## src/rtl/eu_mem_responder_pkg.sv

```systemverilog
// ============================================================================
// eu_mem_responder_pkg : shared constants and FSM encoding for the EU memory port
// Revision: 1.0
// ============================================================================
`default_nettype none

package eu_mem_responder_pkg;

    localparam int DW     = 8;
    localparam int AW     = 5;
    localparam int DEPTH  = 32;
    localparam int RDEPTH = 2;

    localparam logic [0:0] ST_INIT = 1'b0;
    localparam logic [0:0] ST_RUN  = 1'b1;

endpackage

`default_nettype wire

```

## src/rtl/eu_mem_responder_resp_fifo.sv

```systemverilog
// ============================================================================
// eu_mem_responder_resp_fifo : in-order read-response FIFO with held output word
// Revision: 1.0
// ============================================================================
`default_nettype none

module eu_mem_responder_resp_fifo
    import eu_mem_responder_pkg::*;
#(
    parameter int FIFO_DW    = DW,
    parameter int FIFO_DEPTH = RDEPTH
) (
    input  logic               clk,
    input  logic               rst,
    input  logic               push_i,
    input  logic [FIFO_DW-1:0] data_i,
    input  logic               pop_i,
    output logic               full_o,
    output logic               empty_o,
    output logic [FIFO_DW-1:0] head_o
);

    localparam int PW = (FIFO_DEPTH > 1) ? $clog2(FIFO_DEPTH) : 1;
    localparam int CW = $clog2(FIFO_DEPTH + 1);

    logic [FIFO_DW-1:0] mem_q [FIFO_DEPTH];
    logic [PW-1:0]      wr_q, rd_q;
    logic [CW-1:0]      cnt_q;
    logic [FIFO_DW-1:0] last_q;

    function automatic logic [PW-1:0] ptr_next(input logic [PW-1:0] p);
        return (p == PW'(FIFO_DEPTH - 1)) ? '0 : p + 1'b1;
    endfunction

    assign full_o  = (cnt_q == CW'(FIFO_DEPTH));
    assign empty_o = (cnt_q == '0);
    // Once drained, the output keeps showing the most recently popped word.
    assign head_o  = empty_o ? last_q : mem_q[rd_q];

    always_ff @(posedge clk) begin
        if (push_i) begin
            mem_q[wr_q] <= data_i;
        end
    end

    always_ff @(posedge clk or posedge rst) begin
        if (rst) begin
            wr_q   <= '0;
            rd_q   <= '0;
            cnt_q  <= '0;
            last_q <= '0;
        end else begin
            if (push_i) begin
                wr_q <= ptr_next(wr_q);
            end
            if (pop_i) begin
                rd_q   <= ptr_next(rd_q);
                last_q <= mem_q[rd_q];
            end
            if (push_i && !pop_i) begin
                cnt_q <= cnt_q + 1'b1;
            end else if (pop_i && !push_i) begin
                cnt_q <= cnt_q - 1'b1;
            end
        end
    end

    a_no_overflow:  assert property (@(posedge clk) disable iff (rst) !(push_i && full_o));
    a_no_underflow: assert property (@(posedge clk) disable iff (rst) !(pop_i && empty_o));

endmodule

`default_nettype wire

```

## src/rtl/eu_mem_responder.sv

```systemverilog
// ============================================================================
// eu_mem_responder : 32x8 operand store with INIT sweep and buffered read responses
// Revision: 1.0
// ============================================================================
`default_nettype none

module eu_mem_responder
    import eu_mem_responder_pkg::*;
(
    input  logic          clk,
    input  logic          rst,
    input  logic          req_valid,
    output logic          req_ready,
    input  logic          req_write,
    input  logic [AW-1:0] req_addr,
    input  logic [DW-1:0] req_wdata,
    output logic          resp_valid,
    input  logic          resp_ready,
    output logic [DW-1:0] resp_data,
    output logic          init_done
);

    logic [DW-1:0] store_q [DEPTH];
    logic [0:0]    state_q, state_d;
    logic [AW-1:0] cnt_q, cnt_d;

    logic w_full, w_empty, w_accept, w_push, w_pop;

    always_comb begin
        state_d = state_q;
        cnt_d   = cnt_q;
        if (state_q == ST_INIT) begin
            cnt_d = cnt_q + 1'b1;
            if (cnt_q == AW'(DEPTH - 1)) begin
                state_d = ST_RUN;
            end
        end
    end

    always_ff @(posedge clk or posedge rst) begin
        if (rst) begin
            state_q <= ST_INIT;
            cnt_q   <= '0;
        end else begin
            state_q <= state_d;
            cnt_q   <= cnt_d;
        end
    end

    // Ready depends only on registered state, never on resp_ready.
    assign req_ready = (state_q == ST_RUN) && !w_full;
    assign init_done = (state_q == ST_RUN);
    assign w_accept  = req_valid && req_ready;
    assign w_push    = w_accept && !req_write;
    assign resp_valid = !w_empty;
    assign w_pop     = resp_valid && resp_ready;

    always_ff @(posedge clk) begin
        if (state_q == ST_INIT) begin
            store_q[cnt_q] <= '0;
        end else if (w_accept && req_write) begin
            store_q[req_addr] <= req_wdata;
        end
    end

    eu_mem_responder_resp_fifo #(
        .FIFO_DW    (DW),
        .FIFO_DEPTH (RDEPTH)
    ) u_resp_fifo (
        .clk     (clk),
        .rst     (rst),
        .push_i  (w_push),
        .data_i  (store_q[req_addr]),
        .pop_i   (w_pop),
        .full_o  (w_full),
        .empty_o (w_empty),
        .head_o  (resp_data)
    );

endmodule

`default_nettype wire
```

## config.mk

```make
export PLATFORM = sky130hd
export DESIGN_NAME = eu_mem_responder
export DESIGN_NICKNAME = d
export VERILOG_FILES = /design/src/rtl/eu_mem_responder_pkg.sv /design/src/rtl/eu_mem_responder_resp_fifo.sv /design/src/rtl/eu_mem_responder.sv
export SDC_FILE = /design/constraint.sdc
export NUM_CORES = 1
export LEC_CHECK = 0
export CAP_MARGIN = 10
export CELL_PAD_IN_SITES_DETAIL_PLACEMENT = 1
export CELL_PAD_IN_SITES_GLOBAL_PLACEMENT = 1
export CORE_MARGIN = 1.5
export CORE_UTILIZATION = 30
export DETAILED_ROUTE_END_ITERATION = 6
export GPL_TIMING_DRIVEN = 0
export HOLD_SLACK_MARGIN = 0.08
export MAX_ROUTING_LAYER = met4
export PLACE_DENSITY_LB_ADDON = 0.1
export SLEW_MARGIN = 25
export SYNTH_ARGS = -nofsm -noshare
export SYNTH_HDL_FRONTEND = slang
export SYNTH_SLANG_ARGS = --single-unit
```

## constraint.sdc

```tcl
create_clock -name clk -period 3.2 [get_ports clk]
set_input_delay 0.32 -clock clk [delete_from_list [all_inputs] [get_ports clk]]
set_output_delay 0.32 -clock clk [all_outputs]
set_load 0.02 [all_outputs]
```

**Yosys cells after proc, flatten, opt, wreduce, memory -nomap -nowiden**

Memory sizes are Yosys's and may differ from the RTL's.
Index checks and enable logic that the tools add are counted.

- Add/subtract/negate cells: 5
- Equality and inequality tests: 2
- Multiplexer cells: 16
- Reductions and logical operators: 15

Operators by type and width:

| cell | number |
|---|---|
| two-way mux 8 bit | 2 |
| two-way mux 1 bit | 11 |
| OR reduction 8 bit | 1 |
| logical AND 1 bit | 7 |
| adder 5 x 1 -> 5 bit, second input constant | 1 |
| == test 5 bit, second input constant | 1 |
| logical NOT 1 bit | 5 |
| two-way mux 5 bit | 1 |
| two-way mux 2 bit | 2 |
| adder 1 bit, second input constant | 2 |
| adder 2 x 1 -> 2 bit, second input constant | 1 |
| == test 2 bit, second input constant | 1 |
| logical NOT 2 bit | 1 |
| nonzero test 2 bit | 1 |
| subtractor 2 x 1 -> 2 bit, second input constant | 1 |

- Bits in registers: 18
- Memory bits (writable): 272
- Bits of input ports: 18
- Output and inout port bits: 11
- Word-level logic and storage cells: 46
- Memories kept: 2

Memory list:

| name | depth | width | rd ports | clocked after memory_dff | write ports | RTL line | RTL |
|---|---|---|---|---|---|---|---|
| store_q | 32 | 8 | 1 | 0 | 1 | eu_mem_responder.sv:23 | `logic [DW-1:0] store_q [DEPTH];` |
| u_resp_fifo.mem_q | 2 | 8 | 1 | 0 | 1 | eu_mem_responder_resp_fifo.sv:26 | `logic [FIFO_DW-1:0] mem_q [FIFO_DEPTH];` |

**Depth between registers and ports, before layout**

Gate-level depths: netlist (run 1).

- Depth after elaboration: 10
- Mapped depth: 9
- Depth with buffers taken out: 7

**Hierarchy**

Synthesis (run 1) repeated with hierarchy kept, for this count alone.

- Cells, all modules: 556
- Area total of the unflattened synthesis: 11,606.1 um2

Modules (own cells, without submodules):

| module | times used | cells an instance | area an instance (um2) | seq. area each (um2) |
|---|---|---|---|---|
| eu_mem_responder | 1 | 469 | 10,425.0 | 7,837.5 |
| eu_mem_responder_resp_fifo | 1 | 87 | 1,181.1 | 780.7 |

**Worst setup path after synthesis (run 1)**

Ideal clock, no wire load.

- Kind: register -> register
- Start: register state_q (netlist: init_done)
- End: memory store_q[23][0] (enable)
- Library setup time: 0.371 ns
- Data arrival time: 2.015 ns
- Data required time: 2.829 ns
- Slack: 0.815 ns
- Cell stages (with the launch flop): 5
- Path buffers: 1
- Period minus slack after synthesis: 2.385 ns
- Cell sequence: dfrtp_1 > clkbuf_1 > o2111ai_1 > mux2_2 > nor2_1

- Word-level cells in the longest chain between the ends: 8
- Elaborated cells on any way between the ends: 10
- Those cells by class: mux (6); reduce/logical (4)

RTL lines:

| what | RTL line | RTL |
|---|---|---|
| start, declared | eu_mem_responder.sv:24 | `logic [0:0] state_q, state_d;` |
| start signal, assigned | eu_mem_responder.sv:45 | `state_q <= state_d;` |
| logical AND 1 bit | eu_mem_responder.sv:51 | `assign req_ready = (state_q == ST_RUN) && !w_full;` |
| logical AND 1 bit | eu_mem_responder.sv:53 | `assign w_accept = req_valid && req_ready;` |
| logical AND 1 bit | eu_mem_responder.sv:61 | `end else if (w_accept && req_write) begin` |
| two-way mux 1 bit | eu_mem_responder.sv:61 |  |
| two-way mux 1 bit | eu_mem_responder.sv:59 | `if (state_q == ST_INIT) begin` |
| two-way mux 1 bit (implied by the code) | eu_mem_responder.sv:62 | `store_q[req_addr] <= req_wdata;` |
| OR reduction 8 bit (no source line) | -- |  |
| two-way mux 5 bit (no source line) or two-way mux 1 bit (tied branches) | -- |  |
| end, declared | eu_mem_responder.sv:23 |  |

Parallel ways exist; a longest one is shown, timed or not.

**Final worst setup path (run 1)**

- Start: register u_resp_fifo.cnt_q[0]
- End: memory store_q[10][4] (enable)

- Word-level cells in the longest chain between the ends: 10
- Elaborated cells on any way between the ends: 11
- Those cells by class: eq/ne (1); mux (5); reduce/logical (5)

RTL lines:

| what | RTL line | RTL |
|---|---|---|
| start, declared | eu_mem_responder_resp_fifo.sv:28 | `logic [CW-1:0] cnt_q;` |
| start signal, assigned | eu_mem_responder_resp_fifo.sv:61 | `cnt_q <= cnt_q + 1'b1;` |
| start signal, assigned | eu_mem_responder_resp_fifo.sv:63 | `cnt_q <= cnt_q - 1'b1;` |
| == test 2 bit * | eu_mem_responder_resp_fifo.sv:35 | `assign full_o = (cnt_q == CW'(FIFO_DEPTH));` |
| logical NOT 1 bit * | eu_mem_responder.sv:51 |  |
| logical AND 1 bit * | eu_mem_responder.sv:51 |  |
| logical AND 1 bit * | eu_mem_responder.sv:53 |  |
| logical AND 1 bit * | eu_mem_responder.sv:61 |  |
| two-way mux 1 bit * | eu_mem_responder.sv:61 |  |
| two-way mux 1 bit * | eu_mem_responder.sv:59 |  |
| two-way mux 1 bit (implied by the code) * | eu_mem_responder.sv:62 |  |
| OR reduction 8 bit (no source line) | -- |  |
| two-way mux 5 bit (no source line) or two-way mux 1 bit (tied branches) | -- |  |

Every way passes the cells marked *; elsewhere a longest branch is shown, timed or not.

==> flow_metrics.py, run 1 <==
metrics = {
    "synthesis": {
        "yosysSeqAreaShare": 0.748,
        "synth_fp_nets": 575,
        "ys_ff_latch": 290,
        "yosys.cell_count.top_type": "edfxtp_1",
        "yosysWarnings": 0,
        "yosys.area.top_type_share": 0.709,
        "synth_edf_count": 272,
        "synth_cell_types": 34,
        "syn-cell-area_um2": 11500,
        "syn_area_per_cell_um2": 20.8,
        "synth_top_flop_cell": "edfxtp_1",
        "async_flop_share": 0.0621,
        "synthTopCellsByArea": "edfxtp_1, mux4_2, dfrtp_1",
        "netlist_instances": 554,
        "synth_common_cells": "edfxtp_1, mux4_2, nor2_1, dfrtp_1, clkbuf_1",
        "synth_top_area_cell": "edfxtp_1",
    },
    "place": {
        "dp_hpwl_um": 18300,
        "gp_congestion": 0.762,
        "port_buffers": 26,
    },
    "floorplan": {
        "die-area_um2": 39600,
        "die_y_um": 199,
        "start_util": 0.305,
        "fp-row-count": 71,
        "die_w_um": 199,
        "coreArea_um2": 37800,
        "ios": 29,
    },
    "critical_path": {
        "cp-end-kind": "flop",
        "required_ns": 3.38,
        "cpPeakStageDelay_ns": 0.83,
        "critical_path.top_delay_family": "simple AND/OR/NAND/NOR gates",
        "critPathBufInv": 2,
        "worstSetupPathType": "flop to flop",
        "crit_arrival_ns": 3.10,
        "start_kind": "flop",
        "cp_cell_sequence": "clkbuf_1 > o2111a_1 > clkbuf_1 > a32oi_2 > nor2_1",
        "critPathMaxFanout": 10,
        "slowest_stage": "nor2_1",
        "cp_common_cell": "clkbuf_1",
    },
    "finish": {
        "diodes": 0,
        "multi_input_area_um2": 2790,
        "ff_latch_area_um2": 8620,
        "nFillCells": 3695,
        "post_route_cells_drive_above_1_share": 0.256,
        "nNetsFinal": 633,
        "syn2layout_area_growth_pct": 16.9,
    },
    "sta": {
        "rsz0062_at_grt": "no",
        "worstMarginPinSlew_ns": 0.925,
        "hold_violations": 0,
        "period_minus_slack_ns": 2.92,
        "maxSlewHeadroom": 0.384,
        "fmax_mhz": 342,
        "drv_slew": 0,
        "setup_viol": 0,
        "fin_skew_ns": 0.00990,
        "fin_crit_sh": 0.912,
        "holdWs_ns": 0.208,
    },
    "grt": {
        "grt_pass1_wl_um": 40900,
        "antenna_found_initial": 0,
        "overflow": 0,
        "grt_pass1_vias": 5849,
        "grtUsageTotal": 0.150,
        "grt_max_degree": 33,
    },
    "pwr": {
        "internal_power_mw": 6.79,
        "p_sw_mw": 2.11,
        "ir_worst_vdd_mv": 0.361,
        "seqPwrFrac": 0.490,
        "combPwrFrac": 0.116,
        "swShare": 0.237,
        "clkPwrFrac": 0.395,
        "powerDensity_nw_per_um2": 661,
        "power_leakage_nw": 4.82,
        "finalPower_mw": 8.90,
    },
    "cts": {
        "cts_resized": 1,
        "cts_sinks": 290,
        "clkTransAtPathRegs_ns": 0.06,
        "cts-buffers-inserted": 31,
        "cts_tree": "done",
        "clockBufferDepth": 3,
        "clockRootBuffer": "clkbuf_16",
        "post_cts_buffers": 0,
        "h-tree-depth": 1,
        "cts_hold_buf": 0,
        "clk_latency_ns": 0.56,
    },
    "route": {
        "routedWlPerCell_um": 24.3,
        "antenna_left": 0,
        "drt-pass1-iter-count": 4,
        "wirelength_um": 27800,
        "vias": 5485,
        "viasPerCell": 4.78,
        "drc": 0,
        "drtIter0Drc": 254,
    },
    "worst_hold_path": {
        "hold_class": "input pin to asynchronous set/reset pin",
    },
    "run_status": {
        "status": "complete, no violations",
    },
    "flow_run": {
        "cap_violations": 0,
    },
}
[stage by stage]
stage / setup slack (ns) / cell area [um2] / utilization / setup TNS (ns) / std cells
after floorplan: 0.815 / 11500 / - / 0 / 554
after global placement: -0.551 / 12400 / 0.329 / -97.63 / 1091
after detailed placement: -0.161 / 12500 / 0.330 / -10.56 / 1091
after CTS: 0.0961 / 13500 / 0.357 / 0 / 1148
after global routing: 0.0174 / 13500 / 0.357 / 0 / 1147
final: 0.280 / 13500 / 0.357 / 0 / 1147
[cell type report]
type,count,area share
Sequential cell,290,0.640
Clock inverter,24,0.0160
Tap cell,511,0.0475
Buffer,29,0.0107
Clock buffer,33,0.0582
Inverter,6,0.00167
Multi-Input combinational cell,228,0.207
Timing Repair Buffer,26,0.0193
[path summary, 6_finish.rpt]
check / startpoint / cells past startpoint / end / slack, ns
min reg2reg: u_resp_fifo.last_q[0] / 2 / u_resp_fifo.last_q[0] / 0.48
max reg2reg: u_resp_fifo.cnt_q[0] / 5 / store_q[10][4] / 0.28
min in group clk: u_resp_fifo.last_q[0] / 2 / u_resp_fifo.last_q[0] / 0.48
min: rst / 2 / u_resp_fifo.cnt_q[1] / 0.21
max in group asynchronous: rst / 2 / cnt_q[0] / 2.51
max: u_resp_fifo.cnt_q[0] / 5 / store_q[10][4] / 0.28
[worst register-to-register path, stage by stage (launching register included)]
cell and delay (ns):
dfrtp_1 0.33, clkbuf_1 0.30, o2111a_1 0.35, clkbuf_1 0.33, a32oi_2 0.40, nor2_1 0.83
[sequential cells by signal, indices dropped and copies added (netlist names)]
signal	cells
cnt_q	5
init_done	1
store_q	256
u_resp_fifo.cnt_q	2
u_resp_fifo.last_q	8
u_resp_fifo.mem_q	16
u_resp_fifo.rd_q	1
u_resp_fifo.wr_q	1
[placed cells by master, fill, tap and decap left out, types with 10 or more instances in the layout]
cell type        count
clkinv_2            10
mux2i_1             13
clkbuf_16           31
edfxtp_1           272
dfrtp_1             18
nor2_1              46
mux2_2              13
mux4_2              80
nand2_1             12
clkbuf_1            15
clkdlybuf4s50_1     26
[power groups by stage]
stage          Clock (mW)  Sequential [mW]  Combinational [mW]
6_report             3.51             4.36                1.03
5_1_grt              3.75             4.37                1.13
3_5_place_dp            0             4.44                1.06
2_1_floorplan           0             4.42               0.629
4_1_cts              3.63             4.36                1.07
3_3_place_gp            0             4.43                1.02
[metal layers]
metal / global-route usage / up-vias / wire length (um)
li1: - / 2375 / -
met1: 0.214 / 2943 / 13200
met2: 0.228 / 130 / 12800
met3: 0.0224 / 37 / 1410
met4: 0.0340 / 0 / 484
met5: - / - / 0
[cells by family after synthesis]
family                   share of synthesized area
multiplexers                                 0.180
AO/OA/AOI/OAI                               0.0130
buffers and inverters                       0.0147
adder cells (fa/ha/maj)                    0.00326
AND/OR/NAND/NOR                             0.0346
flip-flops                                   0.748
XOR/XNOR                                   0.00608
No activity file was read; power rests on OpenSTA's default activity.
==> run 2: changes to the inputs <==
==> constraint.sdc (replaced) <==
create_clock -name clk -period 3.6 [get_ports clk]
set_input_delay 0.36 -clock clk [delete_from_list [all_inputs] [get_ports clk]]
set_output_delay 0.36 -clock clk [all_outputs]
set_load 0.02 [all_outputs]
==> run 2 against run 1 <==
  * Register-to-register slack better by 0.41 ns
  * Final area about the same
  * Clock power decreased by 11%
  * Highest routed layer unchanged
  * Die area unchanged
  * Critical path depth is 2 higher
  * Count of clock-buffer cells in the layout unchanged
  * Sequential power is 11% lower
  * Critical endpoint is now resp_data[5]
  * Final cell count hardly changed
  * Routed wire length about the same
  * Combinational power shrank 11%
  * Flip-flop and latch count stayed put
==> flow_metrics.py, run 2 (synthesis results as in run 1) <==
metrics = {
    "run_status": {
        "status": "complete, no violations",
    },
    "finish": {
        "reg_top3": "store_q x256, u_resp_fifo.mem_q x16, u_resp_fifo.last_q x8",
        "largest_reg_flops": 256,
        "post_route_cells_drive_above_1_share": 0.254,
        "mostFrequentLayoutCells": "edfxtp_1, mux4_2, nor2_1",
        "final_common_cell": "edfxtp_1",
        "nNetsFinal": 634,
        "regMostFlops": "store_q",
        "syn2layout_area_growth_pct": 16.9,
        "diodes": 0,
        "nFillCells": 3697,
        "stdcell_count": 1148,
    },
    "sta": {
        "fin_ws_ns": 0.404,
        "hold_violations": 0,
        "maxSlewHeadroom": 0.386,
        "worstMarginPinSlew_ns": 0.917,
        "fin_skew_ns": 0.0102,
        "drv_slew": 0,
        "fmax_mhz": 313,
        "rsz0062_at_grt": "no",
        "fin_crit_sh": 0.888,
        "period_minus_slack_ns": 3.20,
        "setup_viol": 0,
    },
    "cts": {
        "cts_tree": "done",
        "clockRootBuffer": "clkbuf_16",
        "clockBufferDepth": 3,
        "cts_resized": 0,
        "h-tree-depth": 1,
        "post_cts_buffers": 0,
        "cts_hold_buf": 0,
        "clkTransAtPathRegs_ns": 0.06,
        "cts_sinks": 290,
        "cts-buffers-inserted": 31,
        "clk_latency_ns": 0.56,
    },
    "floorplan": {
        "fp-row-count": 71,
        "die_y_um": 199,
        "die-area_um2": 39600,
        "start_util": 0.305,
        "coreArea_um2": 37800,
        "die_w_um": 199,
        "ios": 29,
    },
    "pwr": {
        "ir_worst_vdd_mv": 0.321,
        "internal_power_mw": 6.03,
        "p_sw_mw": 1.88,
        "seqPwrFrac": 0.489,
        "clkPwrFrac": 0.395,
        "power_leakage_nw": 4.82,
        "powerDensity_nw_per_um2": 587,
        "finalPower_mw": 7.91,
        "combPwrFrac": 0.116,
        "swShare": 0.237,
    },
    "route": {
        "viasPerCell": 4.77,
        "drt-pass1-iter-count": 4,
        "vias": 5479,
        "drtIter0Drc": 228,
        "antenna_left": 0,
        "wirelength_um": 27800,
        "routedWlPerCell_um": 24.2,
        "drc": 0,
    },
    "place": {
        "dp_slack_ns": 0.199,
        "gp_congestion": 0.762,
        "dp_hpwl_um": 18300,
        "port_buffers": 26,
        "place_inst": 1091,
    },
    "critical_path": {
        "start_kind": "flop",
        "critPathLaunch": "u_resp_fifo.cnt_q[0]",
        "cp-end-kind": "primary output",
        "required_ns": 3.24,
        "reg2reg_slack_ns": 0.69,
        "worstSetupPathType": "flop to primary output",
        "critPathMaxFanout": 10,
        "reg2reg_from": "u_resp_fifo.cnt_q[0]",
        "crit_arrival_ns": 2.84,
    },
    "grt": {
        "grtUsageTotal": 0.150,
        "grt_pass1_wl_um": 40900,
        "antenna_found_initial": 0,
        "grt_pass1_vias": 5849,
        "grt_max_degree": 33,
        "overflow": 0,
    },
    "flow_run": {
        "cap_violations": 0,
    },
    "worst_hold_path": {
        "hold_class": "input pin to asynchronous set/reset pin",
    },
}
[run 2: cell types whose count changed in the layout (fill, tap and decap cells not counted)]
cell,change
buf_1,+1
buf_2,-1
clkbuf_1,+1
[run 2: worst max-delay path: stages (launching register included)]
cell,delay [ns]
dfrtp_1,0.33
clkbuf_1,0.30
or2_1,0.16
clkbuf_1,0.30
buf_1,0.39
nor2_1,0.07
a21oi_1,0.12
clkdlybuf4s50_1,0.62
[run 2: per-layer routing]
| layer | GRT usage | vias to the layer above | wire length, um |
|---|---|---|---|
| met3 | 0.0224 | 37 | 1400 |
| met4 | 0.0340 | 0 | 488 |
| met5 | - | - | 0 |
| li1 | - | 2376 | - |
| met2 | 0.228 | 122 | 12800 |
| met1 | 0.214 | 2944 | 13100 |
[run 2: power by group through the flow]
| stage | sequential, mW | combinational [mW] | clock, mW |
|---|---|---|---|
| global route | 3.88 | 1.01 | 3.34 |
| CTS | 3.87 | 0.946 | 3.22 |
| detailed placement | 3.95 | 0.942 | 0 |
| global placement | 3.94 | 0.905 | 0 |
| floorplan | 3.93 | 0.559 | 0 |
| finish | 3.87 | 0.915 | 3.13 |
[run 2: per-stage QoR]
step / util / instance area [um2] / setup TNS (ns) / hold slack, ns
after floorplan: - / 11500 / 0 / 0.299
after global placement: 0.329 / 12400 / -19.33 / 0.465
after detailed placement: 0.330 / 12500 / 0 / 0.475
after CTS: 0.357 / 13500 / 0 / 0.257
after global routing: 0.357 / 13500 / 0 / 0.315
final: 0.357 / 13500 / 0 / 0.247
[run 2: layout make-up]
type / instances / area [um2] / share of cell area
clock buffer: 33 / 783 / 0.0581
tap: 511 / 639 / 0.0475
sequential: 290 / 8620 / 0.640
clock inverter: 24 / 215 / 0.0160
multi-input combinational: 228 / 2790 / 0.207
inverter: 6 / 22.5 / 0.00167
buffer: 30 / 146 / 0.0109
timing repair buffer: 26 / 260 / 0.0193
[run 2: worst paths after layout]
check,to,cells after the start
setup / recovery,resp_data[5],7
hold / removal,u_resp_fifo.cnt_q[1],2
setup reg to reg,store_q[10][4],5
hold reg to reg,u_resp_fifo.last_q[0],2
max in group asynchronous,cnt_q[0],2
min in group clk,u_resp_fifo.last_q[0],2
==> run 3: changes to the inputs <==
--- a/config.mk
+++ b/config.mk
@@ -5,7 +5,7 @@
 export SDC_FILE = /design/constraint.sdc
 export NUM_CORES = 1
 export LEC_CHECK = 0
-export CAP_MARGIN = 10
+export CAP_MARGIN = 20
 export CELL_PAD_IN_SITES_DETAIL_PLACEMENT = 1
 export CELL_PAD_IN_SITES_GLOBAL_PLACEMENT = 1
 export CORE_MARGIN = 1.5
@@ -14,7 +14,7 @@
 export GPL_TIMING_DRIVEN = 0
 export HOLD_SLACK_MARGIN = 0.08
 export MAX_ROUTING_LAYER = met4
-export PLACE_DENSITY_LB_ADDON = 0.1
+export PLACE_DENSITY = 0.5
 export SLEW_MARGIN = 25
 export SYNTH_ARGS = -nofsm -noshare
 export SYNTH_HDL_FRONTEND = slang
==> run 3 against run 2 <==
  * Register-to-register slack worse by 0.15 ns
  * Core utilization up 0.28 points
  * Via count up 0.80%
  * Maximum frequency up 0.53%
  * Power up 3.6%
  * Final area up 0.79%
  * Largest power group unchanged
==> flow_metrics.py, run 3 (synthesis results as in run 1) <==
metrics = {
    "critical_path": {
        "critPathLaunch": "u_resp_fifo.cnt_q[0]",
        "reg2reg_from": "u_resp_fifo.cnt_q[0]",
        "crit_arrival_ns": 2.82,
        "cp-end-kind": "primary output",
        "required_ns": 3.24,
        "start_kind": "flop",
        "worstSetupPathType": "flop to primary output",
        "critPathMaxFanout": 10,
        "reg2reg_depth": 5,
        "reg2reg_slack_ns": 0.54,
        "r2r-end": "store_q[4][4]",
    },
    "sta": {
        "fin_skew_ns": 0.0130,
        "worstMarginPinSlew_ns": 1.01,
        "holdWs_ns": 0.289,
        "drv_slew": 0,
        "period_minus_slack_ns": 3.18,
        "setup_viol": 0,
        "fmax_mhz": 315,
        "fin_crit_sh": 0.883,
        "fin_tns_setup_ns": 0,
        "maxSlewHeadroom": 0.327,
        "hold_violations": 0,
        "rsz0062_at_grt": "no",
    },
    "finish": {
        "nFillCells": 3668,
        "ff_latch_area_um2": 8620,
        "stdcell_count": 1152,
        "diodes": 0,
        "reg_top3": "store_q x256, u_resp_fifo.mem_q x16, u_resp_fifo.last_q x8",
        "post_route_cells_drive_above_1_share": 0.254,
        "syn2layout_area_growth_pct": 17.8,
        "multi_input_area_um2": 2790,
        "nNetsFinal": 637,
        "mostFrequentLayoutCells": "edfxtp_1, mux4_2, nor2_1",
        "final_common_cell": "edfxtp_1",
        "largest_reg_flops": 256,
        "regMostFlops": "store_q",
    },
    "pwr": {
        "finalPower_mw": 8.20,
        "ir_worst_vdd_mv": 0.281,
        "swShare": 0.237,
        "power_leakage_nw": 4.86,
        "internal_power_mw": 6.26,
        "p_sw_mw": 1.94,
        "clkPwrFrac": 0.415,
        "powerDensity_nw_per_um2": 604,
        "seqPwrFrac": 0.473,
        "combPwrFrac": 0.113,
    },
    "cts": {
        "clockRootBuffer": "clkbuf_16",
        "clkTransAtPathRegs_ns": 0.07,
        "cts_sinks": 290,
        "cts_resized": 0,
        "cts-buffers-inserted": 34,
        "h-tree-depth": 2,
        "cts_tree": "done",
        "clk_latency_ns": 0.51,
        "clockBufferDepth": 3,
        "post_cts_buffers": 0,
        "cts_hold_buf": 0,
    },
    "floorplan": {
        "ios": 29,
        "coreArea_um2": 37800,
        "die-area_um2": 39600,
        "start_util": 0.305,
        "fp-row-count": 71,
        "die_w_um": 199,
        "die_y_um": 199,
    },
    "place": {
        "place_inst": 1091,
        "port_buffers": 26,
        "dp_hpwl_um": 18400,
        "gp_congestion": 0.729,
    },
    "route": {
        "antenna_left": 0,
        "routedWlPerCell_um": 24.7,
        "wirelength_um": 28400,
        "vias": 5523,
        "viasPerCell": 4.79,
        "drc": 0,
        "drt-pass1-iter-count": 4,
        "drtIter0Drc": 395,
    },
    "grt": {
        "grt_pass1_wl_um": 41600,
        "busiest_layer": "met2",
        "grtUsageTotal": 0.155,
        "overflow": 0,
        "grt_pass1_vias": 5983,
        "met1_usage": 0.210,
        "grt_max_degree": 33,
        "antenna_found_initial": 1,
        "grtUsageMet3": 0.0295,
        "met2_usage": 0.236,
    },
    "run_status": {
        "status": "complete, no violations",
    },
    "worst_hold_path": {
        "hold_class": "input pin to asynchronous set/reset pin",
    },
    "flow_run": {
        "cap_violations": 0,
    },
}
## run 3: layer usage
| metal | share of wire | wire length, um | vias up |
|---|---|---|---|
| li1 | - | - | 2386 |
| met1 | 0.45 | 12900 | 2960 |
| met2 | 0.47 | 13400 | 129 |
| met3 | 0.048 | 1380 | 48 |
| met4 | 0.027 | 760 | 0 |
| met5 | 0 | 0 | - |
## run 3: cell type report
| class | count | share of cell area |
|---|---|---|
| well taps | 511 | 0.0471 |
| inverters | 6 | 0.00166 |
| clock buffers | 40 | 0.0659 |
| multi-input cells | 228 | 0.205 |
| flip-flops and latches | 290 | 0.635 |
| clock inverters | 21 | 0.0155 |
| repair buffers | 26 | 0.0192 |
| plain buffers | 30 | 0.0108 |
## run 3: worst max-delay path by stage
stage                           endpoint  slack, ns  depth (start not counted)
after global routing        resp_data[5]       0.15                          7
after global placement     store_q[5][0]      -0.20                          5
after CTS                   resp_data[5]       0.37                          7
after floorplan           store_q[23][0]       1.21                          4
after detailed placement   store_q[2][2]       0.13                          4
final                       resp_data[5]       0.42                          7
## run 3: critical path, cell delays in order, from the launching register on
cell	delay, ns
dfrtp_1	0.33
clkbuf_1	0.29
or2_1	0.17
clkbuf_1	0.31
buf_1	0.38
nor2_1	0.08
a21oi_1	0.13
clkdlybuf4s50_1	0.62
## run 3: stage by stage
step,util,cell area (um2),setup WS (ns)
after floorplan,-,11500,1.21
after global placement,0.329,12400,-0.198
after detailed placement,0.330,12500,0.134
after CTS,0.359,13600,0.367
after global routing,0.360,13600,0.152
final,0.360,13600,0.421
## run 3: power by group through the flow
stage / combinational [mW] / clock (mW) / sequential (mW)
6_report: 0.923 / 3.40 / 3.88
5_1_grt: 1.02 / 3.60 / 3.89
4_1_cts: 0.949 / 3.49 / 3.88
3_5_place_dp: 0.946 / 0 / 3.95
3_3_place_gp: 0.906 / 0 / 3.94
2_1_floorplan: 0.559 / 0 / 3.93
